$ cat src/rtl/niu32_io_responder.sv
// niu32_io_responder
// Memory-mapped I/O responder for the Niu32 data-memory port. Answers loads
// and stores in the window 0xFFFF0000-0xFFFF01FF, holds the HEX/LEDR/LEDG
// output latches, debounces KEY and SWITCH and records sticky key presses.
// Accesses outside the window are ignored so the data RAM can answer them.
//
// Ports:
//   clk        system clock
//   reset      asynchronous, active-high reset
//   addr       byte address from the CPU
//   wdata      store data
//   wr_en      store request (one cycle)
//   rd_en      load request (one cycle)
//   rdata      registered load data, holds until the next in-window load
//   ack        one-cycle pulse the cycle after an in-window access
//   key_raw    board KEY, active-low, asynchronous
//   switch_raw board SWITCH, asynchronous
//   hex_out    four hex digits for the seven-segment decoders
//   ledr       red LEDs
//   ledg       green LEDs
module niu32_io_responder #(
  parameter int                   WORD_SIZE       = 32,
  parameter int                   DEBOUNCE_CYCLES = 50000,
  parameter logic [WORD_SIZE-1:0] ADDR_HEX        = 32'hFFFF0000,
  parameter logic [WORD_SIZE-1:0] ADDR_LEDR       = 32'hFFFF0020,
  parameter logic [WORD_SIZE-1:0] ADDR_LEDG       = 32'hFFFF0040,
  parameter logic [WORD_SIZE-1:0] ADDR_KEY        = 32'hFFFF0100,
  parameter logic [WORD_SIZE-1:0] ADDR_KEYEDGE    = 32'hFFFF0104,
  parameter logic [WORD_SIZE-1:0] ADDR_SWITCH     = 32'hFFFF0120
) (
  input  logic                 clk,
  input  logic                 reset,
  input  logic [WORD_SIZE-1:0] addr,
  input  logic [WORD_SIZE-1:0] wdata,
  input  logic                 wr_en,
  input  logic                 rd_en,
  output logic [WORD_SIZE-1:0] rdata,
  output logic                 ack,
  input  logic [3:0]           key_raw,
  input  logic [9:0]           switch_raw,
  output logic [15:0]          hex_out,
  output logic [9:0]           ledr,
  output logic [7:0]           ledg
);

  // The window is the 512-byte block that contains the HEX register.
  localparam logic [WORD_SIZE-1:0] WIN_MASK = WORD_SIZE'(32'h000001FF);
  localparam logic [WORD_SIZE-1:0] WIN_BASE = ADDR_HEX & ~WIN_MASK;

  localparam int CNT_W = (DEBOUNCE_CYCLES > 1) ? $clog2(DEBOUNCE_CYCLES) : 1;
  localparam logic [CNT_W-1:0] CNT_MAX = CNT_W'(DEBOUNCE_CYCLES - 1);

  // KEY and SWITCH share one debounce array: bits [3:0] are keys (idle high),
  // bits [13:4] are switches (idle low).
  localparam int NBITS = 14;
  localparam logic [NBITS-1:0] IDLE_VAL = {10'b0, 4'b1111};

  logic [NBITS-1:0] raw_all;
  logic [NBITS-1:0] stable_all;
  logic [NBITS-1:0] adopt;

  logic [15:0]          hex_reg;
  logic [9:0]           ledr_reg;
  logic [7:0]           ledg_reg;
  logic [3:0]           keyedge_reg;
  logic [3:0]           keyedge_next;
  logic [3:0]           keyedge_clr;
  logic [3:0]           press;
  logic [WORD_SIZE-1:0] rdata_reg;
  logic                 ack_reg;
  logic [WORD_SIZE-1:0] rd_value;

  logic in_win;
  logic do_write;
  logic do_read;

  // Store data bits above the widest latch are deliberately dropped.
  logic unused_bits;
  assign unused_bits = &{1'b0, wdata[WORD_SIZE-1:16]};

  assign raw_all = {switch_raw, key_raw};

  genvar gi;
  generate
    for (gi = 0; gi < NBITS; gi++) begin : g_db
      logic             sync1_reg;
      logic             sync2_reg;
      logic             stable_reg;
      logic [CNT_W-1:0] cnt_reg;

      always_ff @(posedge clk or posedge reset) begin
        if (reset) begin
          sync1_reg  <= IDLE_VAL[gi];
          sync2_reg  <= IDLE_VAL[gi];
          stable_reg <= IDLE_VAL[gi];
          cnt_reg    <= '0;
        end else begin
          sync1_reg <= raw_all[gi];
          sync2_reg <= sync1_reg;
          // Any return to the stable level restarts the qualification run.
          if (sync2_reg == stable_reg) begin
            cnt_reg <= '0;
          end else if (cnt_reg == CNT_MAX) begin
            stable_reg <= sync2_reg;
            cnt_reg    <= '0;
          end else begin
            cnt_reg <= cnt_reg + 1'b1;
          end
        end
      end

      assign stable_all[gi] = stable_reg;
      assign adopt[gi]      = (sync2_reg != stable_reg) && (cnt_reg == CNT_MAX);
    end

    // A press is the stable level about to fall from 1 to 0.
    for (gi = 0; gi < 4; gi++) begin : g_press
      assign press[gi] = adopt[gi] & stable_all[gi];
    end
  endgenerate

  assign in_win   = ((addr & ~WIN_MASK) == WIN_BASE);
  assign do_write = in_win & wr_en;
  // A simultaneous store takes priority; the load half is dropped.
  assign do_read  = in_win & rd_en & ~wr_en;

  always_comb begin
    rd_value = '0;
    case (addr)
      ADDR_HEX:     rd_value = WORD_SIZE'(hex_reg);
      ADDR_LEDR:    rd_value = WORD_SIZE'(ledr_reg);
      ADDR_LEDG:    rd_value = WORD_SIZE'(ledg_reg);
      ADDR_KEY:     rd_value = WORD_SIZE'(stable_all[3:0]);
      ADDR_KEYEDGE: rd_value = WORD_SIZE'(keyedge_reg);
      ADDR_SWITCH:  rd_value = WORD_SIZE'(stable_all[13:4]);
      default:      rd_value = '0;
    endcase
  end

  // Clear sources are applied before new presses so a press landing in the
  // clearing cycle survives; the read still returns the pre-clear flags.
  always_comb begin
    keyedge_clr = 4'b0000;
    if (do_write && (addr == ADDR_KEYEDGE)) begin
      keyedge_clr = wdata[3:0];
    end
    if (do_read && (addr == ADDR_KEYEDGE)) begin
      keyedge_clr = 4'b1111;
    end
    keyedge_next = (keyedge_reg & ~keyedge_clr) | press;
  end

  always_ff @(posedge clk or posedge reset) begin
    if (reset) begin
      hex_reg     <= '0;
      ledr_reg    <= '0;
      ledg_reg    <= '0;
      keyedge_reg <= '0;
      rdata_reg   <= '0;
      ack_reg     <= 1'b0;
    end else begin
      if (do_write) begin
        case (addr)
          ADDR_HEX:  hex_reg  <= wdata[15:0];
          ADDR_LEDR: ledr_reg <= wdata[9:0];
          ADDR_LEDG: ledg_reg <= wdata[7:0];
          default:   ;
        endcase
      end
      keyedge_reg <= keyedge_next;
      if (do_read) begin
        rdata_reg <= rd_value;
      end
      ack_reg <= in_win & (wr_en | rd_en);
    end
  end

  assign hex_out = hex_reg;
  assign ledr    = ledr_reg;
  assign ledg    = ledg_reg;
  assign rdata   = rdata_reg;
  assign ack     = ack_reg;

endmodule

$ cat config.mk
export PLATFORM = sky130hd
export DESIGN_NAME = niu32_io_responder
export DESIGN_NICKNAME = d
export VERILOG_FILES = /design/src/rtl/niu32_io_responder.sv
export SDC_FILE = /design/constraint.sdc
export NUM_CORES = 1
export LEC_CHECK = 0
export ABC_AREA = 1
export CELL_PAD_IN_SITES_DETAIL_PLACEMENT = 1
export CELL_PAD_IN_SITES_GLOBAL_PLACEMENT = 2
export CORE_MARGIN = 5
export CORE_UTILIZATION = 30
export CTS_BUF_LIST = sky130_fd_sc_hd__clkbuf_8 sky130_fd_sc_hd__clkbuf_16
export DETAILED_ROUTE_END_ITERATION = 6
export PLACE_DENSITY = 0.67
export SYNTH_ARGS = -nofsm -noshare
export SYNTH_HDL_FRONTEND = slang
export SYNTH_SLANG_ARGS = --single-unit
$ cat constraint.sdc
create_clock -name clk -period 14.15 [get_ports clk]
set_input_delay 2.83 -clock clk [delete_from_list [all_inputs] [get_ports clk]]
set_output_delay 2.83 -clock clk [all_outputs]
set_load 0.01 [all_outputs]
**After elaboration in Yosys (flattened, before gate mapping)**

Cells that the tools add are included.

- Input port bits: 82
- Output and inout bits: 67
- Register bits after elaboration: 337
- Logic and storage cells: 196

- Reduce and logical (&&, ||, !) cells: 23
- Bitwise operators: 27
- $add $sub $neg: 14
- Muxes and demuxes: 31
- Eq/ne operators: 39

Operator list:

| cell | number |
|---|---|
| 2-to-1 mux 16 bit | 28 |
| adder 16 x 1 -> 16 bit, second input constant | 14 |
| == test 16 bit, second input constant | 14 |
| == test 32 bit, second input constant | 6 |
| case mux 16 bit (6 select lines) | 1 |
| AND reduction 2 bit | 17 |
| == test 23 bit, second input constant | 1 |
| NOT 1 bit | 15 |
| == test 1 bit | 14 |
| bitwise AND 1 bit | 8 |
| 2-to-1 mux 4 bit | 2 |
| logical AND 1 bit | 6 |
| bitwise AND 4 bit | 1 |
| != test 1 bit | 4 |
| NOT 4 bit | 1 |
| OR 4 bit | 1 |
| OR 1 bit | 1 |

**Logic depth before layout (Yosys ltp)**

Gate-level depths: netlist of run 1.

- Depth in word-level cells: 8
- Depth in mapped cells: 11
- Depth with buffers taken out: 11

**Worst setup path after synthesis of run 1**

OpenSTA, ideal clock, no wires.

- Path type: input port to flip-flop
- Start point: input addr[10]
- End point: register ledg_reg[0], in the netlist ledg[0]
- Path slack: 10.214 ns
- Path buffers: 1
- Required time: 14.031 ns
- Stages on the path: 11
- Library setup time: 0.119 ns
- Data arrival time: 3.817 ns
- Cell sequence: inv_1 nand2_1 nor2_2 nand2_4 inv_2 nand4_1 nor2_1 nand2_2 buf_6 nand2_2 o21ai_2

- Word-level cells in the longest chain between the ends: 3
- Elaborated cells on any way between the ends: 4
- Those cells by class: 2 x eq/ne; 1 x bitwise; 1 x reduce/logical

RTL lines:

| item | line | source |
|---|---|---|
| from (decl) | 33 | `input logic [WORD_SIZE-1:0] addr,` |
| == test 23 bit | 122 | `assign in_win = ((addr & ~WIN_MASK) == WIN_BASE);` |
| bitwise AND 1 bit | 123 | `assign do_write = in_win & wr_en;` |
| AND reduction 2 bit (no source line) (*) | -- |  |
| to (signal assigned) | 166 | `ADDR_LEDG: ledg_reg <= wdata[7:0];` |
| to (decl) | 64 | `logic [7:0] ledg_reg;` |

Mark *: on every way between the ends. The rest lies on a longest branch, timed or not.
A chain may end at the register's enable or synchronous reset.

**Worst setup path in the final report of run 1**

- Start point: input addr[23]
- End point: register ledr_reg[0], in the netlist ledr[0]

- Word-level cells in the longest chain between the ends: 3
- Elaborated cells on any way between the ends: 4
- Those cells by class: 2 x eq/ne; 1 x bitwise; 1 x reduce/logical

RTL lines:

| item | line | source |
|---|---|---|
| == test 23 bit | 122 |  |
| bitwise AND 1 bit | 123 |  |
| AND reduction 2 bit (no source line) (*) | -- |  |
| to (signal assigned) | 165 | `ADDR_LEDR: ledr_reg <= wdata[9:0];` |
| to (decl) | 63 | `logic [9:0] ledr_reg;` |

Marked as above.

==> metrics.txt, run 1 <==
# TYPE chip_impl_metric gauge
chip_impl_metric{name="slew_violations",unit=""} 0
chip_impl_metric{name="cts_sinks",unit=""} 321
chip_impl_metric{name="global_route_wire_length_before_repair",unit="µm"} 74300
chip_impl_metric{name="max_cap_viol_count",unit=""} 0
chip_impl_metric{name="rows",unit=""} 85
chip_impl_metric{name="vdd_drop_max",unit="µV"} 68.7
chip_impl_metric{name="post_synthesis_cells",unit=""} 1953
chip_impl_metric{name="hold_viol",unit=""} 0
chip_impl_metric{name="multi_input_comb_area",unit="µm²"} 7040
chip_impl_metric{name="fin_crit_sh",unit="%"} 32.7
chip_impl_info{name="post_synth_main_area_contributors",value="sky130_fd_sc_hd__dfrtp_1, sky130_fd_sc_hd__nand2_1, sky130_fd_sc_hd__nor2_1"} 1
chip_impl_metric{name="die_area",unit="µm²"} 58600
chip_impl_metric{name="cts_inserted_buffers",unit=""} 41
chip_impl_metric{name="wl_per_cell",unit="µm"} 15.9
chip_impl_metric{name="totalPowerFinal",unit="µW"} 2150
chip_impl_metric{name="vias_in_the_first_global_route",unit=""} 14359
chip_impl_metric{name="clk-insertion-delay-late",unit="ns"} 0.55
chip_impl_metric{name="worstRegToRegCells",unit=""} 6
chip_impl_metric{name="grt_antenna_before_repair",unit=""} 0
chip_impl_metric{name="place.gp.congestion",unit=""} 0.791
chip_impl_metric{name="synth_edf_count",unit=""} 0
chip_impl_metric{name="detailedRoute.firstPassIterationCount",unit=""} 7
chip_impl_metric{name="synth_seq_area_share",unit="%"} 49.8
chip_impl_info{name="outcome",value="complete, no violations"} 1
chip_impl_metric{name="yosys_warnings",unit=""} 0
chip_impl_metric{name="area_growth_syn_to_layout",unit="%"} 20.9
chip_impl_metric{name="worst-slew-pin-transition",unit="ns"} 1.10
chip_impl_info{name="rsz0062_at_grt",value="no"} 1
chip_impl_metric{name="final_clock_skew",unit="ns"} 0.0112
chip_impl_metric{name="area_share_of_the_largest_cell_type_after_synthesis",unit="%"} 47.9
chip_impl_metric{name="setup_total_negative_slack",unit="ns"} 0
chip_impl_info{name="timing.setup.critical_path_class",value="input port to register"} 1
chip_impl_metric{name="n_antenna_cell",unit=""} 0
chip_impl_metric{name="synth_area",unit="µm²"} 16200
chip_impl_metric{name="cts.repair.resized",unit=""} 0
chip_impl_metric{name="pin_count_of_the_biggest_net_entering_global_routing",unit=""} 124
chip_impl_metric{name="worstHoldPathCells",unit=""} 0
chip_impl_metric{name="first_iter_violations",unit=""} 390
chip_impl_metric{name="postCtsHoldBufs",unit=""} 0
chip_impl_info{name="worstSetupEndpointType",value="register"} 1
chip_impl_metric{name="period_minus_slack",unit="ns"} 4.62
chip_impl_metric{name="initial_core_util",unit="%"} 30.1
chip_impl_info{name="ys_dominant_reg_cell",value="sky130_fd_sc_hd__dfrtp_1"} 1
chip_impl_metric{name="die_h",unit="µm"} 242
chip_impl_metric{name="htreeDepth",unit=""} 2
chip_impl_metric{name="route.detailed.drc",unit=""} 0
chip_impl_metric{name="clkSlewWorstSetupHoldPaths",unit="ns"} 0.06
chip_impl_metric{name="worstPathMaxFanout",unit=""} 20
chip_impl_metric{name="dieWidth",unit="µm"} 242
chip_impl_info{name="min_path_type",value="register to register"} 1
chip_impl_info{name="clock_tree_from_tritoncts",value="built"} 1
chip_impl_metric{name="via_per_inst",unit=""} 4.72
chip_impl_metric{name="cts_post_setup_buffers_inserted",unit=""} 0
chip_impl_metric{name="async_reset_ff_share",unit="%"} 100
chip_impl_metric{name="number_of_buffer_cells_added_on_primary_ports",unit=""} 116
chip_impl_metric{name="coreArea",unit="µm²"} 53600
chip_impl_metric{name="design.portCount",unit=""} 149
chip_impl_metric{name="yosysUniqueCellTypes",unit=""} 44
chip_impl_metric{name="seqCellArea",unit="µm²"} 8050
chip_impl_info{name="post-synth-top-area-cell",value="sky130_fd_sc_hd__dfrtp_1"} 1
chip_impl_info{name="setup.worst_path.start_class",value="input port"} 1
chip_impl_metric{name="nNetsFinal",unit=""} 2194
chip_impl_metric{name="setup_viol_count_final",unit=""} 0
chip_impl_metric{name="worstPathArrival",unit="ns"} 5.02
chip_impl_metric{name="postRouteAntennaNets",unit=""} 0
chip_impl_metric{name="grt_use_total",unit="%"} 15.2
chip_impl_metric{name="dp_hpwl",unit="µm"} 32700
chip_impl_metric{name="layout_cells_sized_above_1",unit="%"} 8.59
chip_impl_metric{name="slew_headroom",unit="%"} 26.4
chip_impl_metric{name="p_leak",unit="µW"} 0.00874
chip_impl_metric{name="largest_register_ffs",unit=""} 224
chip_impl_info{name="clock-root-buffer",value="sky130_fd_sc_hd__clkbuf_16"} 1
chip_impl_metric{name="worstPathRequired",unit="ns"} 14.54
chip_impl_metric{name="fillCellCount",unit=""} 6342
chip_impl_metric{name="vias",unit=""} 13352
chip_impl_metric{name="pwr_density_cell",unit="nW/µm²"} 110
chip_impl_metric{name="finalWirelength",unit="µm"} 45000
chip_impl_metric{name="clock.fmax",unit="MHz"} 216
chip_impl_metric{name="synth-seq-cells",unit=""} 321
chip_impl_metric{name="synth_area_per_cell",unit="µm²"} 8.27
chip_impl_metric{name="grt.overflow.total",unit=""} 0
chip_impl_metric{name="clockBufferDepth",unit=""} 3
per-layer routing:
metal  vias to the layer above  GRT usage, %  part of all wire [%]
li1                       6603             -                     -
met1                      6550          20.1                    47
met2                       144          26.3                    48
met3                        55          2.70                   3.3
met4                         0          3.39                   1.9
met5                         -             0                     0
cell families after synthesis:
group / synth area share, %
other: 0.0232
xor gates and xnor gates: 4.12
adders and majority gates: 1.08
DFF: 49.8
and+or+nand+nor: 32.0
muxes: 0.418
buffers and inverters: 6.96
AOI/OAI and AO/OA: 5.59
placed cells by master (no fill, tap or decap), types with 4 or more instances in the layout:
cell / instances
sky130_fd_sc_hd__nand2_1: 383
sky130_fd_sc_hd__nor2_1: 311
sky130_fd_sc_hd__dfrtp_1: 309
sky130_fd_sc_hd__inv_1: 236
sky130_fd_sc_hd__nand3_1: 158
sky130_fd_sc_hd__clkdlybuf4s50_1: 116
sky130_fd_sc_hd__nor3_1: 84
sky130_fd_sc_hd__xor2_1: 66
sky130_fd_sc_hd__nand4_1: 47
sky130_fd_sc_hd__nor3b_1: 47
sky130_fd_sc_hd__clkbuf_16: 43
sky130_fd_sc_hd__a21oi_1: 39
sky130_fd_sc_hd__o21ai_2: 24
sky130_fd_sc_hd__nor4_1: 23
sky130_fd_sc_hd__a31oi_1: 21
sky130_fd_sc_hd__o21ai_0: 17
sky130_fd_sc_hd__nor2_2: 16
sky130_fd_sc_hd__conb_1: 16
sky130_fd_sc_hd__o21a_1: 15
sky130_fd_sc_hd__ha_1: 14
sky130_fd_sc_hd__nand2_2: 13
sky130_fd_sc_hd__or2_2: 12
sky130_fd_sc_hd__dfstp_2: 12
sky130_fd_sc_hd__clkinv_2: 11
sky130_fd_sc_hd__o21ai_1: 10
sky130_fd_sc_hd__xnor2_1: 10
sky130_fd_sc_hd__a211oi_1: 9
sky130_fd_sc_hd__clkbuf_8: 9
sky130_fd_sc_hd__nor2_4: 8
sky130_fd_sc_hd__and3_1: 6
sky130_fd_sc_hd__mux2_2: 6
sky130_fd_sc_hd__bufinv_16: 6
sky130_fd_sc_hd__nor3_2: 4
sky130_fd_sc_hd__buf_4: 4
worst max-delay path: stages:
cell and delay (ns):
sky130_fd_sc_hd__clkdlybuf4s50_1 0.49, sky130_fd_sc_hd__nand2_1 0.08, sky130_fd_sc_hd__nor2_1 0.20, sky130_fd_sc_hd__and2_4 0.21, sky130_fd_sc_hd__nand3_4 0.10, sky130_fd_sc_hd__nor2_8 0.20, sky130_fd_sc_hd__nand2_1 0.60, sky130_fd_sc_hd__nand2_1 0.22
sky130_fd_sc_hd__o21ai_1 0.09
power breakdown:
group          internal, µW  total (µW)  switching, µW
sequential              933         942           8.88
combinational          29.8        84.8           55.0
clock                   709        1130            419
synthesized netlist by cell type (15+ instances only):
library cell	instances
sky130_fd_sc_hd__nand2_1	383
sky130_fd_sc_hd__nand4_1	47
sky130_fd_sc_hd__a21oi_1	39
sky130_fd_sc_hd__a31oi_1	21
sky130_fd_sc_hd__nor4_1	23
sky130_fd_sc_hd__nor2_1	311
sky130_fd_sc_hd__nand3_1	158
sky130_fd_sc_hd__xor2_1	66
sky130_fd_sc_hd__o21ai_0	17
sky130_fd_sc_hd__dfrtp_1	309
sky130_fd_sc_hd__o21ai_2	24
sky130_fd_sc_hd__o21a_1	15
sky130_fd_sc_hd__nor3b_1	47
sky130_fd_sc_hd__nor2_2	16
sky130_fd_sc_hd__nor3_1	85
sky130_fd_sc_hd__buf_4	19
sky130_fd_sc_hd__inv_1	234
per-stage QoR:
step	instance area, µm²	util (%)	hold slack [ns]	instances	worst slack (ns)
6_report	19500	36.4	0.348	2827	9.53
5_1_grt	19500	36.4	0.361	2827	9.31
4_1_cts	19500	36.4	0.349	2827	9.50
3_5_place_dp	18000	33.7	0.339	2751	8.90
3_3_place_gp	18000	33.7	0.334	2751	8.96
2_1_floorplan	16200	-	0.331	1968	2.46
area by class of cell:
cell class	count	area share, %
inverters	237	4.59
well taps	696	4.46
flip-flops and latches	321	41.2
clock inverters	24	1.43
clock buffers	52	6.15
repair buffers	120	6.10
multi-input cells	1377	36.1
final timing paths:
| kind | slack (ns) | from | to |
|---|---|---|---|
| setup reg to reg | 12.03 | g_db[0].cnt_reg[0]$_DFF_PP0_ | g_db[0].cnt_reg[7]$_DFF_PP0_ |
| setup / recovery | 9.53 | addr[23] | ledr[0]$_DFFE_PP0P_ |
| hold reg to reg | 0.35 | g_db[5].sync1_reg$_DFF_PP0_ | g_db[5].sync2_reg$_DFF_PP0_ |
| hold / removal | 0.35 | g_db[5].sync1_reg$_DFF_PP0_ | g_db[5].sync2_reg$_DFF_PP0_ |
| min in group asynchronous | 2.87 | reset | g_db[9].cnt_reg[1]$_DFF_PP0_ |
| max in group asynchronous | 9.79 | reset | g_db[10].cnt_reg[5]$_DFF_PP0_ |
Note: power is estimated with default switching activity, not from simulation.
==> inputs of run 2 (changes only) <==
PLACE_DENSITY = 0.7   (was 0.67)
clock period = 4.03 ns   (was 14.15 ns; I/O delays follow)
==> run 2 against run 1 <==
Effect of this change: wire length shrank 0.78%; design area about the same; clock skew grew 0.0038 ns; combinational power rose to 3.8 times the previous value; sequential share of layout area about the same; critical path type unchanged; highest routed layer is now met5.
==> metrics.txt, run 2 (synthesized netlist as in run 1, its figures left out) <==
# TYPE chip_impl_metric gauge
chip_impl_metric{name="fin_cells",unit=""} 2833
chip_impl_metric{name="grt_use_total",unit="%"} 15.3
chip_impl_metric{name="die_h",unit="µm"} 242
chip_impl_metric{name="largest_register_ffs",unit=""} 224
chip_impl_metric{name="nNetsFinal",unit=""} 2203
chip_impl_metric{name="multi_input_comb_area",unit="µm²"} 7040
chip_impl_metric{name="finalWirelength",unit="µm"} 44600
chip_impl_metric{name="pwr_density_cell",unit="nW/µm²"} 368
chip_impl_metric{name="setup_viol_count_final",unit=""} 0
chip_impl_info{name="clock_tree_from_tritoncts",value="built"} 1
chip_impl_metric{name="number_of_buffer_cells_added_on_primary_ports",unit=""} 116
chip_impl_metric{name="hold_viol",unit=""} 0
chip_impl_metric{name="coreArea",unit="µm²"} 53600
chip_impl_metric{name="slew_headroom",unit="%"} 32.4
chip_impl_metric{name="p_leak",unit="µW"} 0.00875
chip_impl_info{name="min_path_type",value="register to register"} 1
chip_impl_metric{name="clk-insertion-delay-late",unit="ns"} 0.56
chip_impl_info{name="rsz0062_at_grt",value="no"} 1
chip_impl_metric{name="detailedRoute.firstPassIterationCount",unit=""} 4
chip_impl_metric{name="route.detailed.drc",unit=""} 0
chip_impl_metric{name="cts_sinks",unit=""} 321
chip_impl_metric{name="worstPathRequired",unit="ns"} 4.43
chip_impl_metric{name="cts_post_setup_buffers_inserted",unit=""} 0
chip_impl_metric{name="max_cap_viol_count",unit=""} 0
chip_impl_metric{name="area_growth_syn_to_layout",unit="%"} 20.9
chip_impl_metric{name="htreeDepth",unit=""} 2
chip_impl_metric{name="first_iter_violations",unit=""} 494
chip_impl_metric{name="n_antenna_cell",unit=""} 0
chip_impl_metric{name="wl_per_cell",unit="µm"} 15.8
chip_impl_metric{name="rows",unit=""} 85
chip_impl_metric{name="place.gp.congestion",unit=""} 0.784
chip_impl_metric{name="postRouteAntennaNets",unit=""} 0
chip_impl_info{name="crit_path_frequent_cell",value="sky130_fd_sc_hd__nand2_1"} 1
chip_impl_metric{name="vias",unit=""} 13368
chip_impl_metric{name="layout_cells_sized_above_1",unit="%"} 8.61
chip_impl_metric{name="totalPowerFinal",unit="µW"} 7190
chip_impl_info{name="cpMaxStageDelayCell",value="sky130_fd_sc_hd__clkdlybuf4s50_1"} 1
chip_impl_metric{name="fin_hold_ws",unit="ns"} 0.338
chip_impl_metric{name="seqCellArea",unit="µm²"} 8050
chip_impl_info{name="outcome",value="complete, no violations"} 1
chip_impl_metric{name="fillCellCount",unit=""} 6401
chip_impl_metric{name="dp_hpwl",unit="µm"} 33400
chip_impl_info{name="setup.worst_path.start_class",value="input port"} 1
chip_impl_metric{name="cts_inserted_buffers",unit=""} 40
chip_impl_metric{name="clockBufferDepth",unit=""} 3
chip_impl_info{name="final_cell_mix",value="sky130_fd_sc_hd__nand2_1, sky130_fd_sc_hd__nor2_1, sky130_fd_sc_hd__dfrtp_1"} 1
chip_impl_metric{name="grt_antenna_before_repair",unit=""} 1
chip_impl_metric{name="design.portCount",unit=""} 149
chip_impl_info{name="worstPathCellList",value="clkdlybuf4s50_1 -> nand2_1 -> nor2_1 -> and2_4 -> nand4_1 -> nor2_1 -> nand2_1 -> nand2_1 -> o21ai_1"} 1
chip_impl_info{name="layout_commonest_cell",value="sky130_fd_sc_hd__nand2_1"} 1
chip_impl_metric{name="worstPathArrival",unit="ns"} 2.90
chip_impl_metric{name="grt.overflow.total",unit=""} 0
chip_impl_metric{name="worstPathMaxFanout",unit=""} 20
chip_impl_metric{name="dieWidth",unit="µm"} 242
chip_impl_metric{name="vias_in_the_first_global_route",unit=""} 14321
chip_impl_metric{name="pin_count_of_the_biggest_net_entering_global_routing",unit=""} 49
chip_impl_metric{name="setup_total_negative_slack",unit="ns"} 0
chip_impl_metric{name="cts.repair.resized",unit=""} 0
chip_impl_metric{name="clkSlewWorstSetupHoldPaths",unit="ns"} 0.06
chip_impl_metric{name="clock.fmax",unit="MHz"} 401
chip_impl_metric{name="global_route_wire_length_before_repair",unit="µm"} 74900
chip_impl_metric{name="period_minus_slack",unit="ns"} 2.49
chip_impl_info{name="clock-root-buffer",value="sky130_fd_sc_hd__clkbuf_16"} 1
chip_impl_metric{name="slew_violations",unit=""} 0
chip_impl_metric{name="placed_cells",unit=""} 2761
chip_impl_metric{name="max_stage_delay",unit="ns"} 0.49
chip_impl_metric{name="die_area",unit="µm²"} 58600
chip_impl_metric{name="worst-slew-pin-transition",unit="ns"} 1.01
chip_impl_metric{name="initial_core_util",unit="%"} 30.1
chip_impl_metric{name="final_clock_skew",unit="ns"} 0.0150
chip_impl_info{name="timing.setup.critical_path_class",value="input port to register"} 1
chip_impl_metric{name="via_per_inst",unit=""} 4.72
chip_impl_metric{name="vdd_drop_max",unit="µV"} 243
chip_impl_metric{name="fin_crit_sh",unit="%"} 61.9
chip_impl_metric{name="utilization",unit="%"} 36.4
chip_impl_metric{name="postCtsHoldBufs",unit=""} 0
chip_impl_info{name="worstSetupEndpointType",value="register"} 1
==> run 2: changes by cell type in the layout (fill, tap and decap cells not counted), sizes merged <==
cell,before,now
clkinv,12,11
clkinvlp,2,3
inv,241,244
clkbuf,52,50
buf,4,14
bufinv,6,1
==> run 2: worst paths after layout <==
kind,start,to,slack [ns],cells past startpoint
max in group asynchronous,reset,g_db[0].stable_reg$_DFFE_PP1N_,2.33,3
max reg2reg,g_db[0].cnt_reg[0]$_DFF_PP0_,g_db[0].cnt_reg[7]$_DFF_PP0_,1.90,6
min,g_db[9].sync1_reg$_DFF_PP0_,g_db[9].sync2_reg$_DFF_PP0_,0.34,0
max,addr[22],ledr[6]$_DFFE_PP0P_,1.54,9
min in group asynchronous,reset,hex_out[14]$_DFFE_PP0P_,0.84,2
min reg2reg,g_db[9].sync1_reg$_DFF_PP0_,g_db[9].sync2_reg$_DFF_PP0_,0.34,0
==> run 2: layout make-up <==
cell class                      count  share of cell area, %
Clock inverter                     22                  0.743
Multi-Input combinational cell   1377                   36.1
Sequential cell                   321                   41.2
Tap cell                          696                   4.46
Clock buffer                       50                   5.95
Timing Repair Buffer              130                   7.00
Inverter                          237                   4.58
==> run 2: worst max-delay path, delay by kind of cell <==
family | cells | cell delay, ns
simple gates | 7 | 1.50
compound gates | 1 | 0.08
buf+inv | 1 | 0.49
==> run 2: metal layers <==
layer,vias up,share of wire [%],track usage [%]
met5,-,0.029,0
met4,2,2.0,4.01
met3,56,3.8,3.08
met2,149,47,26.1
met1,6522,47,20.1
li1,6639,-,-
==> run 2: per-stage QoR <==
| stage | area [µm²] | worst slack (ns) |
|---|---|---|
| CTS | 19500 | 1.52 |
| finish | 19500 | 1.54 |
| detailed placement | 18200 | 0.914 |
| global placement | 18200 | 0.946 |
| floorplan | 16200 | -1.05 |
| global route | 19500 | 1.26 |
==> run 2: power breakdown <==
part / switching (µW) / internal (µW) / leakage [µW]
clock network: 1460 / 2100 / 0.000678
registers: 32.3 / 3280 / 0.00432
logic: 197 / 121 / 0.00375
total: 1690 / 5500 / 0.00875
==> inputs of run 3 (changes only) <==
clock period = 2.19 ns   (was 4.03 ns; I/O delays follow)
==> run 3 against run 2 <==
Effect of this change: utilization up 0.76 points; worst setup slack worse by 1.4 ns; clock skew up 0.0046 ns; critical path depth down 8; combinational power up 84%; critical path type is now register to output port; largest power group unchanged.
==> metrics.txt, run 3 (synthesized netlist as in run 1, its figures left out) <==
# TYPE chip_impl_metric gauge
chip_impl_metric{name="final_design_area_no_fill",unit="µm²"} 19900
chip_impl_metric{name="place.gp.congestion",unit=""} 0.785
chip_impl_metric{name="pwr_density_cell",unit="nW/µm²"} 672
chip_impl_metric{name="power.sequential.fraction",unit="%"} 45.4
chip_impl_metric{name="slew_headroom",unit="%"} 41.7
chip_impl_metric{name="area_growth_syn_to_layout",unit="%"} 23.4
chip_impl_metric{name="layout_cells_sized_above_1",unit="%"} 10.2
chip_impl_metric{name="clock.fmax",unit="MHz"} 486
chip_impl_metric{name="clkSlewWorstSetupHoldPaths",unit="ns"} 0.06
chip_impl_metric{name="postPlaceCellArea",unit="µm²"} 18600
chip_impl_info{name="timing.setup.critical_path_class",value="register to output port"} 1
chip_impl_metric{name="vias",unit=""} 13542
chip_impl_info{name="layout_commonest_cell",value="sky130_fd_sc_hd__nand2_1"} 1
chip_impl_metric{name="clk-insertion-delay-late",unit="ns"} 0.55
chip_impl_metric{name="worstPathArrival",unit="ns"} 1.62
chip_impl_info{name="cpMaxStageDelayCell",value="sky130_fd_sc_hd__clkdlybuf4s50_1"} 1
chip_impl_metric{name="first_iter_violations",unit=""} 540
chip_impl_metric{name="worstPathRequired",unit="ns"} 1.75
chip_impl_metric{name="power_report.internal_total",unit="µW"} 10300
chip_impl_metric{name="final_clock_skew",unit="ns"} 0.0195
chip_impl_metric{name="clockBufferDepth",unit=""} 3
chip_impl_metric{name="detailedPlace.worstSlack",unit="ns"} -0.128
chip_impl_metric{name="grt_use_total",unit="%"} 15.3
chip_impl_metric{name="pin_count_of_the_biggest_net_entering_global_routing",unit=""} 68
chip_impl_metric{name="rows",unit=""} 85
chip_impl_metric{name="die_area",unit="µm²"} 58600
chip_impl_metric{name="fin_hold_ws",unit="ns"} 0.264
chip_impl_info{name="clock-root-buffer",value="sky130_fd_sc_hd__clkbuf_16"} 1
chip_impl_metric{name="cts_post_setup_buffers_inserted",unit=""} 0
chip_impl_info{name="rsz0062_at_grt",value="no"} 1
chip_impl_info{name="critical-path-top-delay-family",value="buffers and inverters"} 1
chip_impl_metric{name="vias_in_the_first_global_route",unit=""} 14410
chip_impl_metric{name="postCtsHoldBufs",unit=""} 0
chip_impl_metric{name="route.detailed.drc",unit=""} 0
chip_impl_metric{name="clkPwrFrac",unit="%"} 50.2
chip_impl_metric{name="postRouteAntennaNets",unit=""} 0
chip_impl_metric{name="nNetsFinal",unit=""} 2244
chip_impl_metric{name="power.share.combinational",unit="%"} 4.4
chip_impl_metric{name="htreeDepth",unit=""} 2
chip_impl_info{name="final_cell_mix",value="sky130_fd_sc_hd__nand2_1, sky130_fd_sc_hd__nor2_1, sky130_fd_sc_hd__dfrtp_1"} 1
chip_impl_metric{name="setup_total_negative_slack",unit="ns"} 0
chip_impl_metric{name="finalWirelength",unit="µm"} 44600
chip_impl_metric{name="detailedRoute.firstPassIterationCount",unit=""} 5
chip_impl_info{name="outcome",value="complete, no violations"} 1
chip_impl_metric{name="cts_sinks",unit=""} 321
chip_impl_metric{name="fillCellCount",unit=""} 6326
chip_impl_metric{name="max_stage_delay",unit="ns"} 0.60
chip_impl_info{name="setup.worst_path.start_class",value="register"} 1
chip_impl_info{name="worstPathCellList",value="clkdlybuf4s50_1"} 1
chip_impl_metric{name="wl_per_cell",unit="µm"} 15.5
chip_impl_info{name="clock_tree_from_tritoncts",value="built"} 1
chip_impl_metric{name="p_sw_share",unit="%"} 22.9
chip_impl_metric{name="max_cap_viol_count",unit=""} 0
chip_impl_metric{name="via_per_inst",unit=""} 4.71
chip_impl_metric{name="cp_num_buf_inv",unit=""} 1
chip_impl_metric{name="hold_viol",unit=""} 0
chip_impl_metric{name="utilization",unit="%"} 37.2
chip_impl_metric{name="fin_ws",unit="ns"} 0.133
chip_impl_metric{name="grt.overflow.total",unit=""} 0
chip_impl_metric{name="netSwitchingPower",unit="µW"} 3070
chip_impl_metric{name="largest_register_ffs",unit=""} 224
chip_impl_metric{name="dp_hpwl",unit="µm"} 33900
chip_impl_metric{name="coreArea",unit="µm²"} 53600
chip_impl_metric{name="initial_core_util",unit="%"} 30.1
chip_impl_metric{name="seqCellArea",unit="µm²"} 8050
chip_impl_metric{name="cts_inserted_buffers",unit=""} 41
chip_impl_metric{name="grt_antenna_before_repair",unit=""} 4
chip_impl_metric{name="die_h",unit="µm"} 242
chip_impl_info{name="worstSetupEndpointType",value="output port"} 1
chip_impl_metric{name="setup_viol_count_final",unit=""} 0
chip_impl_info{name="min_path_type",value="input port to async pin"} 1
chip_impl_metric{name="design.portCount",unit=""} 149
chip_impl_metric{name="period_minus_slack",unit="ns"} 2.06
chip_impl_metric{name="multi_input_comb_area",unit="µm²"} 7040
chip_impl_metric{name="worstPathMaxFanout",unit=""} 3
chip_impl_metric{name="slew_violations",unit=""} 0
chip_impl_metric{name="cts.repair.resized",unit=""} 0
chip_impl_metric{name="p_leak",unit="µW"} 0.00899
chip_impl_metric{name="dieWidth",unit="µm"} 242
chip_impl_metric{name="vdd_drop_max",unit="µV"} 549
chip_impl_metric{name="worst-slew-pin-transition",unit="ns"} 0.869
chip_impl_metric{name="number_of_buffer_cells_added_on_primary_ports",unit=""} 116
chip_impl_metric{name="fin_crit_sh",unit="%"} 93.9
chip_impl_metric{name="global_route_wire_length_before_repair",unit="µm"} 74600
run 3: cell types whose count changed in the layout (fill, tap and decap cells not counted), sizes merged:
cell	delta
clkinvlp	+2
buf	+40
clkinv	-7
diode	+1
clkbuf	-3
inv	+5
bufinv	+3
run 3: area by class of cell:
class / instances / area share, %
well taps: 696 / 4.37
repair buffers: 170 / 8.74
multi-input cells: 1377 / 35.3
clock inverters: 25 / 1.15
inverters: 237 / 4.48
diodes: 1 / 0.0126
clock buffers: 47 / 5.56
flip-flops and latches: 321 / 40.4
run 3: path summary, 6_finish.rpt:
| kind | startpoint | endpoint | slack, ns | cells after the start |
|---|---|---|---|---|
| worst max-delay path | hex_out[0]$_DFFE_PP0P_ | hex_out[0] | 0.13 | 1 |
| worst min-delay path | reset | hex_out[13]$_DFFE_PP0P_ | 0.26 | 3 |
| worst max register to register | g_db[8].cnt_reg[0]$_DFF_PP0_ | g_db[8].cnt_reg[9]$_DFF_PP0_ | 0.35 | 8 |
| worst min register to register | g_db[4].sync1_reg$_DFF_PP0_ | g_db[4].sync2_reg$_DFF_PP0_ | 0.35 | 0 |
| max in group asynchronous | reset | g_db[0].sync2_reg$_DFF_PP1_ | 1.29 | 4 |
| min in group clk | key_raw[2] | g_db[2].sync1_reg$_DFF_PP1_ | 0.29 | 1 |
run 3: power groups by stage:
| stage | Clock, µW | Sequential (µW) | Combinational, µW |
|---|---|---|---|
| global route | 7300 | 6090 | 680 |
| CTS | 7050 | 6090 | 612 |
| finish | 6730 | 6090 | 586 |
| detailed placement | 0 | 6190 | 610 |
| floorplan | 0 | 6180 | 336 |
| global placement | 0 | 6190 | 597 |
run 3: per-layer routing:
metal  GRT usage [%]  share of wire, %  vias up
met3            3.87               5.0       69
met1            20.0                47     6584
li1                -                 -     6712
met2            25.2                46      171
met4            4.75               2.5        6
met5               0             0.085        -
run 3: metrics by stage:
| stage | power (µW) | instances |
|---|---|---|
| floorplan | 6510 | 1968 |
| global placement | 6780 | 2801 |
| detailed placement | 6800 | 2801 |
| CTS | 13700 | 2873 |
| global route | 14100 | 2873 |
| finish | 13400 | 2874 |
